--- src/rtl/router_pkg.sv ---
// Router-wide constants: flit width and the flit-type field shared by the
// input and output flow controllers.
package router_pkg;

    localparam int unsigned DW = 32;

    // Flit-type field position inside a flit
    localparam int unsigned FT_MSB = 30;
    localparam int unsigned FT_LSB = 29;

    localparam logic [1:0] FT_HEAD = 2'b01;
    localparam logic [1:0] FT_BODY = 2'b00;
    localparam logic [1:0] FT_TAIL = 2'b10;
    localparam logic [1:0] FT_NULL = 2'b11;

    typedef enum logic {
        ST_IDLE = 1'b0,
        ST_PKT  = 1'b1
    } pkt_state_e;

endpackage

--- src/rtl/ofc_skid_buf.sv ---
// Two-entry output skid buffer; entry 0 is the head presented downstream.
module ofc_skid_buf #(
    parameter int unsigned W = 32
) (
    input  logic         clk,
    input  logic         rst,
    input  logic         push,
    input  logic [W-1:0] push_data,
    input  logic         pop,
    output logic [W-1:0] head_data,
    output logic         head_valid,
    output logic [1:0]   occ
);

    logic [W-1:0] ent0_q, ent1_q;
    logic         v0_q, v1_q;

    // v1_q is only ever set while v0_q is set, so the head is always entry 0
    always_ff @(posedge clk or posedge rst) begin
        if (rst) begin
            ent0_q <= '0;
            ent1_q <= '0;
            v0_q   <= 1'b0;
            v1_q   <= 1'b0;
        end else begin
            case ({push, pop})
                2'b10: begin
                    if (!v0_q) begin
                        ent0_q <= push_data;
                        v0_q   <= 1'b1;
                    end else begin
                        ent1_q <= push_data;
                        v1_q   <= 1'b1;
                    end
                end
                2'b01: begin
                    if (v1_q) begin
                        ent0_q <= ent1_q;
                        v1_q   <= 1'b0;
                    end else begin
                        ent0_q <= '0;
                        v0_q   <= 1'b0;
                    end
                end
                2'b11: begin
                    if (v1_q) begin
                        ent0_q <= ent1_q;
                        ent1_q <= push_data;
                    end else begin
                        ent0_q <= push_data;
                        v0_q   <= 1'b1;
                    end
                end
                default: ;
            endcase
        end
    end

    assign head_data  = ent0_q;
    assign head_valid = v0_q;
    assign occ        = 2'(v0_q) + 2'(v1_q);

endmodule

--- src/rtl/ofc.sv ---
// Output flow controller: drains the output-VC FIFO into the downstream link,
// strips null flits, polices packet framing, counts packets and flags stalls.
module ofc #(
    parameter int unsigned DW        = router_pkg::DW,
    parameter int unsigned CNT_W     = 16,
    parameter int unsigned STALL_MAX = 255
) (
    input  logic             clk,
    input  logic             rst,
    input  logic [DW-1:0]    fifo_data,
    input  logic             fifo_empty,
    output logic             fifo_rd_en,
    output logic [DW-1:0]    data_out,
    output logic             out_val,
    input  logic             data_out_req,
    output logic [CNT_W-1:0] pkt_cnt,
    output logic             proto_err,
    output logic             stall
);

    localparam int unsigned SCW = 16;

    router_pkg::pkt_state_e state_q, state_d;

    logic       transfer_c;
    logic       enq_c;
    logic       err_set_c;
    logic [1:0] occ;
    logic [1:0] ftype_c;
    logic [1:0] out_type_c;
    logic [SCW-1:0] stall_cnt_q, stall_cnt_d;

    assign transfer_c = out_val & data_out_req;
    assign fifo_rd_en = ~fifo_empty & ~rst & ((occ < 2'd2) | transfer_c);
    assign ftype_c    = fifo_data[router_pkg::FT_MSB:router_pkg::FT_LSB];
    assign out_type_c = data_out[router_pkg::FT_MSB:router_pkg::FT_LSB];

    always_ff @(posedge clk or posedge rst) begin
        if (rst) state_q <= router_pkg::ST_IDLE;
        else     state_q <= state_d;
    end

    // Framing FSM: advances only on popped non-null flits
    always_comb begin
        state_d   = state_q;
        enq_c     = 1'b0;
        err_set_c = 1'b0;
        if (fifo_rd_en && (ftype_c != router_pkg::FT_NULL)) begin
            case (state_q)
                router_pkg::ST_IDLE: begin
                    if (ftype_c == router_pkg::FT_HEAD) begin
                        state_d = router_pkg::ST_PKT;
                        enq_c   = 1'b1;
                    end else begin
                        err_set_c = 1'b1;
                    end
                end
                router_pkg::ST_PKT: begin
                    enq_c = 1'b1;
                    if (ftype_c == router_pkg::FT_TAIL) state_d = router_pkg::ST_IDLE;
                    if (ftype_c == router_pkg::FT_HEAD) err_set_c = 1'b1;
                end
                default: state_d = router_pkg::ST_IDLE;
            endcase
        end
    end

    ofc_skid_buf #(
        .W (DW)
    ) u_skid (
        .clk        (clk),
        .rst        (rst),
        .push       (enq_c),
        .push_data  (fifo_data),
        .pop        (transfer_c),
        .head_data  (data_out),
        .head_valid (out_val),
        .occ        (occ)
    );

    always_ff @(posedge clk or posedge rst) begin
        if (rst) begin
            pkt_cnt   <= '0;
            proto_err <= 1'b0;
        end else begin
            if (transfer_c && (out_type_c == router_pkg::FT_TAIL))
                pkt_cnt <= pkt_cnt + CNT_W'(1);
            if (err_set_c)
                proto_err <= 1'b1;
        end
    end

    // Blocked-cycle counter, saturating; cleared by a transfer or an empty link
    always_comb begin
        stall_cnt_d = stall_cnt_q;
        if (!out_val || transfer_c)
            stall_cnt_d = '0;
        else if (stall_cnt_q < SCW'(STALL_MAX))
            stall_cnt_d = stall_cnt_q + SCW'(1);
    end

    always_ff @(posedge clk or posedge rst) begin
        if (rst) begin
            stall_cnt_q <= '0;
            stall       <= 1'b0;
        end else begin
            stall_cnt_q <= stall_cnt_d;
            stall       <= (stall_cnt_d == SCW'(STALL_MAX));
        end
    end

endmodule

--- config.mk ---
export PLATFORM = sky130hd
export DESIGN_NAME = ofc
export DESIGN_NICKNAME = d
export VERILOG_FILES = /design/src/rtl/router_pkg.sv /design/src/rtl/ofc_skid_buf.sv /design/src/rtl/ofc.sv
export SDC_FILE = /design/constraint.sdc
export NUM_CORES = 1
export LEC_CHECK = 0
export BUFFER_PORTS_ARGS = -buffer_cell sky130_fd_sc_hd__buf_2
export CAP_MARGIN = 20
export CORE_UTILIZATION = 50
export CTS_BUF_LIST = sky130_fd_sc_hd__clkbuf_8
export DETAILED_ROUTE_END_ITERATION = 12
export GPL_ROUTABILITY_DRIVEN = 1
export PLACE_DENSITY = 0.73
export REMOVE_ABC_BUFFERS = 1
export SETUP_SLACK_MARGIN = 0.1
export SYNTH_ARGS = -nofsm -noshare
export SYNTH_HDL_FRONTEND = slang
export SYNTH_HIERARCHICAL = 1
export SYNTH_SLANG_ARGS = --single-unit
--- constraint.sdc ---
create_clock -name clk -period 3.45 [get_ports clk]
set_input_delay 0 -clock clk [delete_from_list [all_inputs] [get_ports clk]]
set_output_delay 0 -clock clk [all_outputs]
set_load 0.01 [all_outputs]
==> results of run 1 <==
[placed cells by master (no fill, tap or decap), types with 3 or more instances in the layout]
cell type,count
a211oi_1,33
a21oi_1,5
a31oi_1,34
and2_1,7
and3_1,3
buf_2,87
buf_4,9
clkbuf_8,10
dfrtp_1,101
dlygate4sd3_1,34
ha_1,4
inv_1,8
mux2_1,3
mux2_2,30
nand2_1,47
nand3_1,9
nand4_1,7
nor2_1,11
nor3_1,3
o21ai_0,36
xnor2_1,14
xor2_1,4
[kinds of logic after synthesis]
kind of cell / Yosys count
buffers and inverters: 39
adders and majority gates: 4
DFF: 101
xor gates and xnor gates: 18
and+or+nand+nor: 105
AOI/OAI and AO/OA: 116
muxes: 34
[through the flow]
stage               utilization, %  TNS, ns  cell area (um2)
floorplan                        -   -10.75             4440
global placement              57.8        0             5090
detailed placement            57.8        0             5090
CTS                           64.1        0             5640
global route                  64.1        0             5640
finish                        64.1        0             5640
[worst min path at each step]
stage	endpoint	slack, ns	from
2_1_floorplan	fifo_rd_en	0.07	rst
3_3_place_gp	stall_cnt_q[14]$_DFF_PP0_	0.1	rst
3_5_place_dp	stall_cnt_q[15]$_DFF_PP0_	0.09	rst
4_1_cts	proto_err$_DFFE_PP0P_	0.02	fifo_empty
5_1_grt	proto_err$_DFFE_PP0P_	0.06	fifo_empty
6_report	proto_err$_DFFE_PP0P_	0.03	fifo_empty
[worst reg2reg max path: cells and delay by family (launching register included)]
family                 cells  cell delay [ns]
AND/OR/NAND/NOR            2             0.27
multiplexers               1             0.44
AO/OA/AOI/OAI              1             0.82
buffers and inverters      2             0.45
flip-flops                 1             0.49
[metal layers]
metal | vias up | global-route usage [%] | routed length, um
met1 | 1812 | 30.1 | 4480
met3 | 14 | 6.30 | 684
met2 | 112 | 39.5 | 5310
li1 | 1723 | - | -
met4 | 0 | 6.88 | 134
met5 | - | 0 | 0
[layout make-up]
cell class                      instances  area share (%)
Clock buffer                           10            2.44
Clock inverter                          5            1.35
Inverter                                9           0.599
Multi-Input combinational cell        277            33.5
Sequential cell                       101            44.8
Tap cell                              108            2.39
Timing Repair Buffer                  130            14.9
[where the power goes]
group | switching [W] | internal (W)
Combinational | 0.000630 | 0.000527
Sequential | 0.000249 | 0.00158
Clock | 0.000392 | 0.000421
Total | 0.00127 | 0.00253
[registers in the layout, summed over array words and instances (netlist names)]
register,count
u_skid/ent1_q,32
u_skid/head_data,32
pkt_cnt,16
stall_cnt_q,16
proto_err,1
stall,1
state_q,1
u_skid/head_valid,1
u_skid/v1_q,1
==> summary.txt, run 1 <==
Synthesis
  – Yosys Warn Count: 6
  – Mean Syn Cell Area: about 11 um2
  – Post-synth EDFFs: 0
  – Post-synth top area cell: dfrtp_1
  – #FFs+latches synth: 101
  – Synthesized cell area: roughly 0.0046 mm2
  – Post-synth top cells: dfrtp_1, nand2_1, o21ai_0, a31oi_1, a211oi_1
  – Prevailing post-synth register cell: dfrtp_1
  – Mux share of post-synthesis cell area: slightly above 8%
  – Seq/Total Area, Yosys: 54.9%
  – Main combinational cell family by area after synthesis: compound AO/OA/AOI/OAI gates
  – Asr flop ratio synth: 100%
  – Synth unique cells: 44
  – Compound-gate portion of the synthesized area: 16.2%
  – Simple logic cell fraction of the synthesized area: a little under an eighth
  – Synth Area in XOR/XNOR: 3.43%
  – Cells after Synth: 417
  – Yosys top cell area share: 54.9%
  – Adder-cell area share of the yosys netlist: between 1 and 1.5%
  – Largest cells by area after synthesis: dfrtp_1, mux2_2, a211oi_1
  – Most common cell in the netlist: dfrtp_1

Setup path
  – Number of buffers and inverters on the critical path: 2
  – RR Endpoint: u_skid/ent1_q[19]$_DFFE_PP0P_
  – CP Data Required Time: roughly 3.7 ns
  – Worst r2r src: u_skid/head_valid$_DFFE_PP0P_
  – Critical Path Start Type: flip-flop
  – End of the critical path: u_skid/ent1_q[19]$_DFFE_PP0P_
  – Critical Path Sink Type: flip-flop
  – Cell family with most CP delay: compound AO/OA/AOI/OAI gates
  – R2R setup slack: roughly 0.86 ns
  – Worst path slowest cell: o21ai_4
  – Worst path cell trace: nand2_1 -> inv_1 -> buf_4 -> nor2b_1 -> o21ai_4 -> mux2_2
  – Crit. path cell count: 6
  – Crit Path Max Fanout: 36
  – Worst setup path start: u_skid/head_valid$_DFFE_PP0P_
  – Depth of the worst register-to-register path: 6
  – Crit Path Class: flip-flop to flip-flop
  – Worst path max stage delay: approximately 0.82 ns
  – Worst endpoint data arrival time: 2.84 ns

Global route
  – Gr ovfl total: 0
  – Vias in the first global route: 3,727
  – Initial antenna violation count: 0
  – Global-route wire length before repair: 18.0 mm
  – Global-route usage over all layers: between 20% and 30%
  – Largest net degree at the start of global routing: 38

Clock network
  – CTS tree: done
  – Worst-case clock buffer depth: 2
  – Worst-skew pair later-pin latency: ~0.36 ns
  – CTS H-tree lvls: 3
  – # hold bufs at CTS: 34
  – Post-CTS setup buffer count: 0
  – CTS buffer count: 9
  – Clk slew on worst S/H paths: 0.09 ns
  – CTS resizes: 0
  – TritonCTS Sinks: between 100 and 150
  – Clock Root Buffer: clkbuf_8

Place
  – DP Wirelength: roughly 6.7 mm
  – Input/output buffers: 87
  – Placer Congestion: between 0.7 and 0.8
  – Placement Setup Slack: around 0.85 ns
  – Placed Cells: between 500 and 600

Min path
  – Hold crit path type: input port to flip-flop
  – Hold path cells: 4

Pwr
  – Pwr/cell area: 673 mW/mm2
  – Peak supply drop: 0.391 mV
  – Leak pwr: around 2.5 nW
  – Final Total Pwr: around 0.0038 W

STA
  – Slew Limit Fails: 0
  – Measured slew at the worst slew-check pin: approximately 1.0 ns
  – Relative max-transition margin: ~30%
  – Endpoints failing hold: 0
  – Tcrit/Tclk final: 75.2%
  – Hold WS: between 0.03 and 0.04 ns
  – Max Freq: 385 MHz
  – Endpoints failing setup: 0
  – Worst clock skew: ~0.012 ns
  – Setup slack after layout: 0.855 ns
  – RSZ-0062 raised after global routing: false
  – Min Clock Period, post-route: between 2 and 3 ns

Run status
  – Failing checks: DRC
  – Status: finished with violations

Die
  – IO Pins: 88
  – Core area: 0.00881 mm2
  – Die H: approximately 98 um
  – Die ar.: between 0.009 and 0.01 mm2
  – Num rows: 34
  – Die width: between 90 and 100 um
  – Initial Util: a little over half

Cells and area
  – Ant. Diodes: 0
  – Area of the multi-input gates: about 0.0019 mm2
  – Fill cells: 747
  – Share of layout cells above drive strength 1: 28.4%
  – Nets: roughly 570
  – Reg area: between 0.002 and 0.003 mm2
  – Final Non-Filler Cells: 640
  – Area Growth Syn to Fin: 22.7%

Detailed routing
  – Via density: 5.72
  – Via count: 3,661
  – Avg WL per Cell: 16.6 um
  – DR pass1 iterations: 9
  – Routed Wire Length: ~11 mm
  – Antenna Nets Post-Route: 0
  – DR DRC count: 8
  – DR iter-0 viols: 280

Flow run
  – MaxCap Viol Count: 0
(Power assumes the default switching activity.)
==> run 2: changes to the inputs <==
Settings changed: ABC_AREA set to 1.
Clock period 3.45 ns to 2.7 ns, I/O delays scaled along.
==> summary.txt, run 2 <==
Min path
  – Hold_sp: data_out_req
  – Hold crit path type: input port to flip-flop
  – Hold path endpoint: stall_cnt_q[1]$_DFF_PP0_
  – Hold path cells: 4 (unchanged)

Cells and area
  – Area of the multi-input gates: 0.00205 mm2 (+8.3%)
  – Final Instance Area: 0.00608 mm2 (+7.7%)
  – Fill cells: 836 (+12%)
  – Commonest non-fill, non-tap cell in the layout: nor2_1
  – Reg area: 0.00253 mm2 (unchanged)
  – Ant. Diodes: 0 (unchanged)
  – Final Non-Filler Cells: 893 (+40%)
  – Area Growth Syn to Fin: 22.3%
  – Nets: 795 (+40%)
  – Commonest non-fill, non-tap cells in the layout: nor2_1, nand2_1, dfrtp_1
  – Share of layout cells above drive strength 1: 18.3% (-10 points)

Setup path
  – Critical Path Sink Type: flip-flop
  – Depth of the worst register-to-register path: 10 (+4)
  – Worst r2r src: u_skid/head_valid$_DFFE_PP0P_
  – CP Data Required Time: 3.00 ns (-0.69 ns)
  – RR Endpoint: u_skid/ent1_q[15]$_DFFE_PP0P_
  – Worst endpoint data arrival time: 2.64 ns (-0.20 ns)
  – Critical Path Start Type: flip-flop
  – R2R setup slack: 0.36 ns (-0.49 ns)
  – Crit Path Class: flip-flop to flip-flop
  – Crit Path Max Fanout: 32 (-11%)

Die
  – Num rows: 36 (+5.9%)
  – Core area: 0.00968 mm2 (+10%)
  – Die ar.: 0.0103 mm2 (+7.9%)
  – Initial Util: 51.3% (-0.91 points)
  – IO Pins: 88 (unchanged)
  – Die width: 102 um (+3.9%)
  – Die H: 102 um (+3.9%)

Global route
  – Largest net degree at the start of global routing: 40 (+5.3%)
  – Global-route usage over all layers: 23.2% (-0.37 points)
  – Global-route wire length before repair: 18.8 mm (+4.7%)
  – Initial antenna violation count: 0 (unchanged)
  – Gr ovfl total: 0 (unchanged)
  – Vias in the first global route: 4,117 (+10%)

Detailed routing
  – Avg WL per Cell: 12.6 um (-24%)
  – DR iter-0 viols: 196 (-30%)
  – Via density: 4.93 (-14%)
  – Routed Wire Length: 11.2 mm (+5.7%)
  – Antenna Nets Post-Route: 0 (unchanged)
  – DR pass1 iterations: 4 (-5)
  – Via count: 4,402 (+20%)
  – DR DRC count: 0 (-8)

Synthesis
  – Mean Syn Cell Area: 7.78 um2 (-29%)
  – Post-synth top cells: nor2_1, nand2_1, dfrtp_1, nand3_1, inv_1
  – Synth unique cells: 30 (-32%)
  – Asr flop ratio synth: 100% (unchanged)
  – Post-synth EDFFs: 0 (unchanged)
  – Post-synth top area cell: dfrtp_1
  – Yosys Warn Count: 6 (unchanged)
  – Seq/Total Area, Yosys: 50.8% (-4.1 points)
  – #FFs+latches synth: 101 (unchanged)
  – Yosys top cell area share: 50.8% (-4.1 points)
  – Most common cell in the netlist: nor2_1
  – Cells after Synth: 639 (+53%)
  – Largest cells by area after synthesis: dfrtp_1, nor2_1, nand2_1
  – Prevailing post-synth register cell: dfrtp_1
  – Synthesized cell area: 0.00497 mm2 (+8.1%)

Clock network
  – Post-CTS setup buffer count: 0 (unchanged)
  – CTS H-tree lvls: 3 (unchanged)
  – Clock Root Buffer: clkbuf_8
  – Clk slew on worst S/H paths: 0.09 ns (about the same)
  – Worst-skew pair later-pin latency: 0.37 ns (about the same)
  – Worst-case clock buffer depth: 2 (unchanged)
  – CTS buffer count: 9 (unchanged)
  – CTS tree: done
  – TritonCTS Sinks: 101 (unchanged)

STA
  – Relative max-transition margin: 44.6% (+14 points)
  – Setup TNS: 0 ns (unchanged)
  – Worst clock skew: 0.0112 ns (-0.000786 ns)
  – Endpoints failing hold: 0 (unchanged)
  – RSZ-0062 raised after global routing: false
  – Slew Limit Fails: 0 (unchanged)
  – Tcrit/Tclk final: 86.6% (+11 points)
  – Measured slew at the worst slew-check pin: 0.830 ns (-0.210 ns)
  – Min Clock Period, post-route: 2.34 ns (-0.257 ns)
  – Max Freq: 428 MHz (+11%)
  – Endpoints failing setup: 0 (unchanged)

Place
  – Input/output buffers: 87 (unchanged)
  – Placer Congestion: 0.786 (+1.5%)
  – DP Wirelength: 7.36 mm (+9.9%)
  – Placed Cells: 843 (+43%)
  – Placed instance area: 0.00554 mm2 (+8.9%)

Pwr
  – Pwr/cell area: 838 mW/mm2 (+25%)
  – Leak pwr: 3.17 nW (+25%)
  – Final Total Pwr: 0.00509 W (+34%)
  – Peak supply drop: 0.534 mV (+36%)

Flow run
  – MaxCap Viol Count: 0 (unchanged)

Run status
  – Status: finished, final reports clean
==> run 2: cell type report <==
class | instances | area share (%)
clock inverter | 7 | 1.11
inverter | 70 | 4.32
clock buffer | 9 | 2.04
multi-input combinational | 441 | 33.7
timing repair buffer | 132 | 14.5
sequential | 101 | 41.6
tap | 133 | 2.74
==> run 2: layer usage <==
layer	part of all wire, %	up-vias	global-route usage (%)
met2	48	120	38.7
met5	0	-	0
li1	-	2191	-
met4	1.2	0	6.91
met1	45	2076	30.8
met3	5.2	15	4.42
==> run 2: power breakdown <==
part	internal, W	total [W]	switching, W	leakage [nW]
registers	0.00204	0.00237	0.000330	1.27
clock network	0.000424	0.000941	0.000517	0.0964
logic	0.000716	0.00178	0.00106	1.81
==> run 2: cell families (layout without fill, tap and decap cells) <==
kind of cell | after synthesis | in the layout | share of synthesized area [%]
simple gates | 406 | 406 | 35.8
flops | 101 | 101 | 50.8
buf+inv | 97 | 218 | 8.08
compound gates | 17 | 17 | 1.79
xor+xnor | 13 | 13 | 2.29
fa+ha+maj | 4 | 4 | 1.01
mux | 1 | 1 | 0.227
==> run 2: worst max-delay path by stage <==
stage / start / endpoint / slack, ns
finish: u_skid/head_valid$_DFFE_PP0P_ / u_skid/ent1_q[15]$_DFFE_PP0P_ / 0.36
global route: u_skid/head_valid$_DFFE_PP0P_ / u_skid/ent1_q[19]$_DFFE_PP0P_ / 0.11
CTS: u_skid/head_valid$_DFFE_PP0P_ / u_skid/head_data[26]$_DFFE_PP0P_ / 0.31
detailed placement: u_skid/head_valid$_DFFE_PP0P_ / u_skid/head_data[26]$_DFFE_PP0P_ / 0.33
global placement: u_skid/head_valid$_DFFE_PP0P_ / u_skid/head_data[4]$_DFFE_PP0P_ / 0.45
floorplan: u_skid/v1_q$_DFFE_PP0P_ / u_skid/ent1_q[0]$_DFFE_PP0P_ / -0.04
==> run 2: metrics by stage <==
| step | util [%] | worst slack [ns] | hold slack (ns) |
|---|---|---|---|
| CTS | 62.7 | 0.309 | 0.0206 |
| detailed placement | 57.2 | 0.331 | 0.203 |
| finish | 62.8 | 0.362 | 0.0522 |
| floorplan | - | -0.0446 | 0.101 |
| global route | 62.8 | 0.106 | 0.0640 |
| global placement | 57.2 | 0.452 | 0.188 |
==> run 2: what timing repair did <==
action                                  CTS  global route
gates resized for setup                   0             1
hold endpoints to repair                135             0
hold buffers                             34             0
endpoints found under the setup margin    0            14
==> run 2: critical path: stages, from the launching register on <==
cell     delay, ns
dfrtp_1       0.46
ha_1          0.22
nand2_1       0.06
nand3_1       0.08
a21oi_1       0.17
inv_1         0.08
nor2_1        0.30
nand3_2       0.14
nand2_2       0.54
nand2_1       0.14
nand2_1       0.10
